$ cat src/rtl/cmp_event_monitor.sv
// cmp_event_monitor
//   Watches the less/greater/equal flags of an upstream comparator. It locks
//   onto a relation that repeats for STABLE_CNT accepted samples. It reports a
//   crossing each time the last non-EQ relation flips between LT and GT. It
//   keeps saturating per-relation statistics. It flags, and holds, any valid
//   sample whose flags are not one-hot.
//
// Ports
//   clk        in   clock; all state updates on the rising edge
//   rst_n      in   asynchronous active-low reset
//   in_valid   in   less/greater/equal carry a sample this cycle
//   less       in   comparator flag a<b
//   greater    in   comparator flag a>b
//   equal      in   comparator flag a==b
//   clear      in   synchronous clear of all state; wins over in_valid
//   stable     out  FSM is LOCKED
//   stable_rel out  locked relation (00 none, 01 LT, 10 GT, 11 EQ)
//   cross_up   out  one-cycle pulse: last non-EQ relation went LT -> GT
//   cross_dn   out  one-cycle pulse: last non-EQ relation went GT -> LT
//   err_onehot out  sticky: a valid sample was not one-hot
//   lt_count   out  saturating count of accepted LT samples
//   gt_count   out  saturating count of accepted GT samples
//   eq_count   out  saturating count of accepted EQ samples
//   dbg_state  out  FSM state (00 IDLE, 01 TRACK, 10 LOCKED)
//
// Handshake: a sample is taken only in a cycle where in_valid=1 and clear=0.
// There is no backpressure. All outputs are registered, so they show the
// effect of a sample one cycle after it is taken.

module cmp_event_monitor #(
  parameter int STABLE_CNT = 4,
  parameter int CNT_W      = 8
) (
  input  logic             clk,
  input  logic             rst_n,
  input  logic             in_valid,
  input  logic             less,
  input  logic             greater,
  input  logic             equal,
  input  logic             clear,
  output logic             stable,
  output logic [1:0]       stable_rel,
  output logic             cross_up,
  output logic             cross_dn,
  output logic             err_onehot,
  output logic [CNT_W-1:0] lt_count,
  output logic [CNT_W-1:0] gt_count,
  output logic [CNT_W-1:0] eq_count,
  output logic [1:0]       dbg_state
);

  typedef enum logic [1:0] {
    S_IDLE   = 2'b00,
    S_TRACK  = 2'b01,
    S_LOCKED = 2'b10
  } state_e;

  localparam logic [1:0] REL_NONE = 2'b00;
  localparam logic [1:0] REL_LT   = 2'b01;
  localparam logic [1:0] REL_GT   = 2'b10;
  localparam logic [1:0] REL_EQ   = 2'b11;

  localparam logic [3:0]       RUN_LOCK = 4'(STABLE_CNT);
  localparam logic [CNT_W-1:0] CNT_MAX  = {CNT_W{1'b1}};

  state_e           state_q, state_d;
  logic [3:0]       run_q, run_d;
  logic [1:0]       cur_rel_q, cur_rel_d;
  logic [1:0]       last_ne_q, last_ne_d;
  logic             stable_q, stable_d;
  logic [1:0]       stable_rel_q, stable_rel_d;
  logic             cross_up_q, cross_up_d;
  logic             cross_dn_q, cross_dn_d;
  logic             err_q, err_d;
  logic [CNT_W-1:0] lt_q, lt_d;
  logic [CNT_W-1:0] gt_q, gt_d;
  logic [CNT_W-1:0] eq_q, eq_d;

  logic       onehot;
  logic       accept;
  logic [1:0] samp_rel;

  assign onehot = ({less, greater, equal} == 3'b100) ||
                  ({less, greater, equal} == 3'b010) ||
                  ({less, greater, equal} == 3'b001);
  assign accept = in_valid && !clear && onehot;

  always_comb begin
    samp_rel = REL_EQ;
    if (less)         samp_rel = REL_LT;
    else if (greater) samp_rel = REL_GT;
  end

  always_comb begin
    state_d      = state_q;
    run_d        = run_q;
    cur_rel_d    = cur_rel_q;
    last_ne_d    = last_ne_q;
    err_d        = err_q;
    lt_d         = lt_q;
    gt_d         = gt_q;
    eq_d         = eq_q;
    cross_up_d   = 1'b0;
    cross_dn_d   = 1'b0;
    stable_d     = 1'b0;
    stable_rel_d = REL_NONE;

    if (clear) begin
      state_d   = S_IDLE;
      run_d     = 4'd0;
      cur_rel_d = REL_NONE;
      last_ne_d = REL_NONE;
      err_d     = 1'b0;
      lt_d      = '0;
      gt_d      = '0;
      eq_d      = '0;
    end else if (in_valid && !onehot) begin
      err_d = 1'b1;
    end else if (accept) begin
      case (state_q)
        S_IDLE: begin
          state_d   = S_TRACK;
          run_d     = 4'd1;
          cur_rel_d = samp_rel;
        end
        default: begin
          if (samp_rel == cur_rel_q) begin
            if (run_q < RUN_LOCK) run_d = run_q + 4'd1;
            state_d = (run_d >= RUN_LOCK) ? S_LOCKED : S_TRACK;
          end else begin
            state_d   = S_TRACK;
            run_d     = 4'd1;
            cur_rel_d = samp_rel;
          end
        end
      endcase

      // Crossings are judged against the last non-EQ relation, so EQ
      // samples in between neither pulse nor break the pending crossing.
      cross_up_d = (samp_rel == REL_GT) && (last_ne_q == REL_LT);
      cross_dn_d = (samp_rel == REL_LT) && (last_ne_q == REL_GT);
      if (samp_rel != REL_EQ) last_ne_d = samp_rel;

      case (samp_rel)
        REL_LT:  if (lt_q != CNT_MAX) lt_d = lt_q + 1'b1;
        REL_GT:  if (gt_q != CNT_MAX) gt_d = gt_q + 1'b1;
        default: if (eq_q != CNT_MAX) eq_d = eq_q + 1'b1;
      endcase
    end

    // Registered lock indication follows the next state directly.
    if (state_d == S_LOCKED) begin
      stable_d     = 1'b1;
      stable_rel_d = cur_rel_d;
    end
  end

  always_ff @(posedge clk or negedge rst_n) begin
    if (!rst_n) begin
      state_q      <= S_IDLE;
      run_q        <= 4'd0;
      cur_rel_q    <= REL_NONE;
      last_ne_q    <= REL_NONE;
      stable_q     <= 1'b0;
      stable_rel_q <= REL_NONE;
      cross_up_q   <= 1'b0;
      cross_dn_q   <= 1'b0;
      err_q        <= 1'b0;
      lt_q         <= '0;
      gt_q         <= '0;
      eq_q         <= '0;
    end else begin
      state_q      <= state_d;
      run_q        <= run_d;
      cur_rel_q    <= cur_rel_d;
      last_ne_q    <= last_ne_d;
      stable_q     <= stable_d;
      stable_rel_q <= stable_rel_d;
      cross_up_q   <= cross_up_d;
      cross_dn_q   <= cross_dn_d;
      err_q        <= err_d;
      lt_q         <= lt_d;
      gt_q         <= gt_d;
      eq_q         <= eq_d;
    end
  end

  assign stable     = stable_q;
  assign stable_rel = stable_rel_q;
  assign cross_up   = cross_up_q;
  assign cross_dn   = cross_dn_q;
  assign err_onehot = err_q;
  assign lt_count   = lt_q;
  assign gt_count   = gt_q;
  assign eq_count   = eq_q;
  assign dbg_state  = state_q;

endmodule

$ cat config.mk
export PLATFORM = sky130hd
export DESIGN_NAME = cmp_event_monitor
export DESIGN_NICKNAME = d
export VERILOG_FILES = /design/src/rtl/cmp_event_monitor.sv
export SDC_FILE = /design/constraint.sdc
export NUM_CORES = 1
export LEC_CHECK = 0
export ABC_AREA = 1
export ABC_CLOCK_PERIOD_IN_PS = 1950
export CORE_UTILIZATION = 63
export CTS_CLUSTER_SIZE = 20
export DETAILED_ROUTE_END_ITERATION = 10
export DONT_BUFFER_PORTS = 1
export PLACE_DENSITY_LB_ADDON = 0.05
export SYNTH_ARGS = -nofsm -noshare
export SYNTH_HDL_FRONTEND = slang
export SYNTH_SLANG_ARGS = --single-unit
$ cat constraint.sdc
create_clock -name clk -period 1.95 [get_ports clk]
set_input_delay 0 -clock clk [delete_from_list [all_inputs] [get_ports clk]]
set_output_delay 0 -clock clk [all_outputs]
set_load 0.01 [all_outputs]
==> results.md <==
- Routed length per instance: 13.2 µm
- Max Fanout on Critical Path: 11
- Final worst-path cycle share: 86.3%
- Fmax: 594 MHz
- Die W: 61.8 µm
- CTS buffer count: 5
- Clock share of power: 27.5%
- Syn_nets: 297
- Yosys reg bits: 40
- Synth-to-layout area growth: 7.95%
- Drt via density: 5.40
- Avg Inst Size Synth: 7.87 µm²
- Fin. Hold Viols: 0
- Combinational share of power: 13.0%
- Max-cap violations: 0
- Share of layout cells above drive strength 1: 10.1%
- Core area: 3390 µm²
- Vias after detailed routing: 1,858
- RSZ-0062 raised after global routing: no
- Peak supply drop: 0.000527 V
- Post-route DRC: 0
- Slew HR: 58.5%
- Clock buffer depth: 2
- Clock period minus worst slack: 1.68 ns
- Initial core utilization: 66.4%
- Slew @ Worst Pin: 0.623 ns
- Sw power: 459 µW
- Post-CTS Setup Bufs: 0
- Mapped Cells: 286
- Crit. End Element: flop
- Switch share: 29.0%
- Final setup viols: 0
- Sequential share of power: 59.5%
- Critical setup path kind: reg -> reg
- Unique masters post-synth: 34
- Largest net degree at the start of global routing: 41
- GRT Total Usage: 25.8%
- Reg clk slew, reported paths: 0.11 ns
- Placed Cells: 328
- Critical Path RT: 2.22 ns
- Status: completed
- Setup TNS Final: 0 ns
- Antenna violations before repair: 0
- Power Density: 652 nW/µm²
- # IOs: 39
- CTS tree: done
- Clock skew: 0.0136 ns
- Rows: 21
- Placer's final routability congestion estimate: 0.832
- Crit path launch type: flop
- Die span in y: 61.8 µm
- Full die area: 3810 µm²
- Drt first pass iters: 4
- Dpl hpwl: 3130 µm
- Gr ovfl total: 0
- Sequential share of the synthesized area: 44.5%
- CTS root buffer: clkbuf_4
- Final worst slack: 0.267 ns
- Antenna diode count: 0
- Clock latency on the worst-skew pair: 0.34 ns
- Number of global-route vias before repair: 1,591
- Global-route wire length before repair: 7090 µm
- Clk sinks: 40
- Internal power: 1120 µW
- Place WS: 0.270 ns
- Mapped Area: 2250 µm²
- Total length of routed wires: 4550 µm
- I/O Buffers: 0
- Number of DRC markers in iteration 0: 170
- Clock H-tree levels: 2
- Yosys Warn Count: 0
- Leakage: 0.00124 µW
- Final Max Slew Viols: 0
- Final Non-Filler Cells: 344
- Arr. time, crit path: 1.96 ns
- Final ANT Viol Nets: 0
- NumNets Final: 308
- Worst Hold Class: in -> reg
[logic make-up (layout without fill, tap and decap cells)]
kind of cell             count (synthesis)  in the layout  share of synthesized area [%]
buffers and inverters                   40             52                           7.51
adder cells (fa/ha/maj)                  4              4                           2.22
XOR/XNOR                                10             10                           3.89
AO/OA/AOI/OAI                           24             24                           6.73
AND/OR/NAND/NOR                        168            168                           35.1
flip-flops                              40             40                           44.5
[metal layers]
| layer | up-vias | global-route usage, % | part of all wire, % |
|---|---|---|---|
| met5 | - | 0 | 0 |
| met4 | 0 | 8.57 | 1.3 |
| met3 | 6 | 6.63 | 5.6 |
| met2 | 66 | 39.6 | 48 |
| met1 | 850 | 35.9 | 45 |
| li1 | 936 | - | - |
[Yosys cell counts, drive strengths merged]
| library cell | count | share of area (%) |
|---|---|---|
| xor2 | 7 | 2.7 |
| inv | 35 | 5.8 |
| nand4 | 6 | 1.9 |
| buf | 3 | 0.89 |
| nor3b | 2 | 0.67 |
| nand3 | 37 | 9.5 |
| a22o | 1 | 0.39 |
| xnor2 | 3 | 1.2 |
| o21ai | 15 | 4.2 |
| nand2 | 95 | 17 |
| or2 | 1 | 0.28 |
| nand3b | 1 | 0.33 |
| clkbuf | 2 | 0.78 |
| a21oi | 7 | 1.9 |
| o22ai | 1 | 0.28 |
| nor3 | 3 | 0.67 |
| nor2 | 23 | 5.1 |
| dfrtp | 40 | 44 |
| ha | 4 | 2.2 |
[flip-flops by register name (all words and copies together) (netlist names)]
register    count
eq_count        8
run_q           4
cross_up        1
last_ne_q       2
cross_dn        1
dbg_state       2
cur_rel_q       2
stable          1
err_onehot      1
gt_count        8
stable_rel      2
lt_count        8
[repair_timing]
item	4_1_cts	5_1_grt
setup endpoints to repair	0	1
resized for setup	0	1
hold buffers	8	0
endpoints found under the hold margin	67	0
[path summary, 6_finish.rpt]
path	from	to	slack [ns]	depth (start not counted)
worst max-delay path	lt_count[0]	lt_count[3]	0.27	7
worst min-delay path	in_valid	err_onehot	0.03	3
worst max register to register	lt_count[0]	lt_count[3]	0.27	7
worst min register to register	last_ne_q[0]	cross_dn	0.44	1
max in group asynchronous	rst_n	stable_rel[0]	1.64	2
min in group asynchronous	rst_n	cross_dn	0.11	2
[placed cells by master, fill, tap and decap left out, drive strengths merged, types with 3 or more instances in the layout]
cell type | netlist | routed
a21oi | 7 | 7
o21ai | 15 | 15
inv | 35 | 35
nor2 | 23 | 23
clkbuf | 2 | 8
nor3 | 3 | 3
dlygate4sd3 | 0 | 6
nand3 | 37 | 37
nand4 | 6 | 6
xor2 | 7 | 7
xnor2 | 3 | 3
dfrtp | 40 | 40
nand2 | 95 | 95
ha | 4 | 4
[worst max-delay path, stage by stage (launching register included)]
cell	delay, ns
dfrtp_1	0.47
ha_1	0.23
nand3_2	0.11
nor2_4	0.12
nand2_1	0.10
o21ai_2	0.38
nand2_1	0.12
nand2_1	0.09
[power by group through the flow]
| stage | Sequential, µW | Clock (µW) | Combinational, µW |
|---|---|---|---|
| 5_1_grt | 953 | 476 | 238 |
| 3_5_place_dp | 958 | 0 | 169 |
| 4_1_cts | 942 | 444 | 207 |
| 6_report | 942 | 435 | 206 |
| 2_1_floorplan | 947 | 0 | 148 |
| 3_3_place_gp | 957 | 0 | 164 |
[area by class of cell]
type / count / area [µm²]
multi-input combinational: 206 / 1080
sequential: 40 / 1000
fill: 272 / 961
inverter: 35 / 131
timing repair buffer: 9 / 100
clock buffer: 8 / 58.8
tap: 46 / 57.6
[metrics by stage]
step | hold WS, ns | instance area [µm²] | total power [µW] | util [%]
floorplan | -0.296 | 2250 | 1090 | -
global placement | -0.295 | 2280 | 1120 | 67.2
detailed placement | -0.295 | 2280 | 1130 | 67.2
CTS | 0.00544 | 2430 | 1590 | 71.6
global route | 0.0366 | 2430 | 1670 | 71.7
finish | 0.0329 | 2430 | 1580 | 71.7
(Power assumes the default switching activity.)
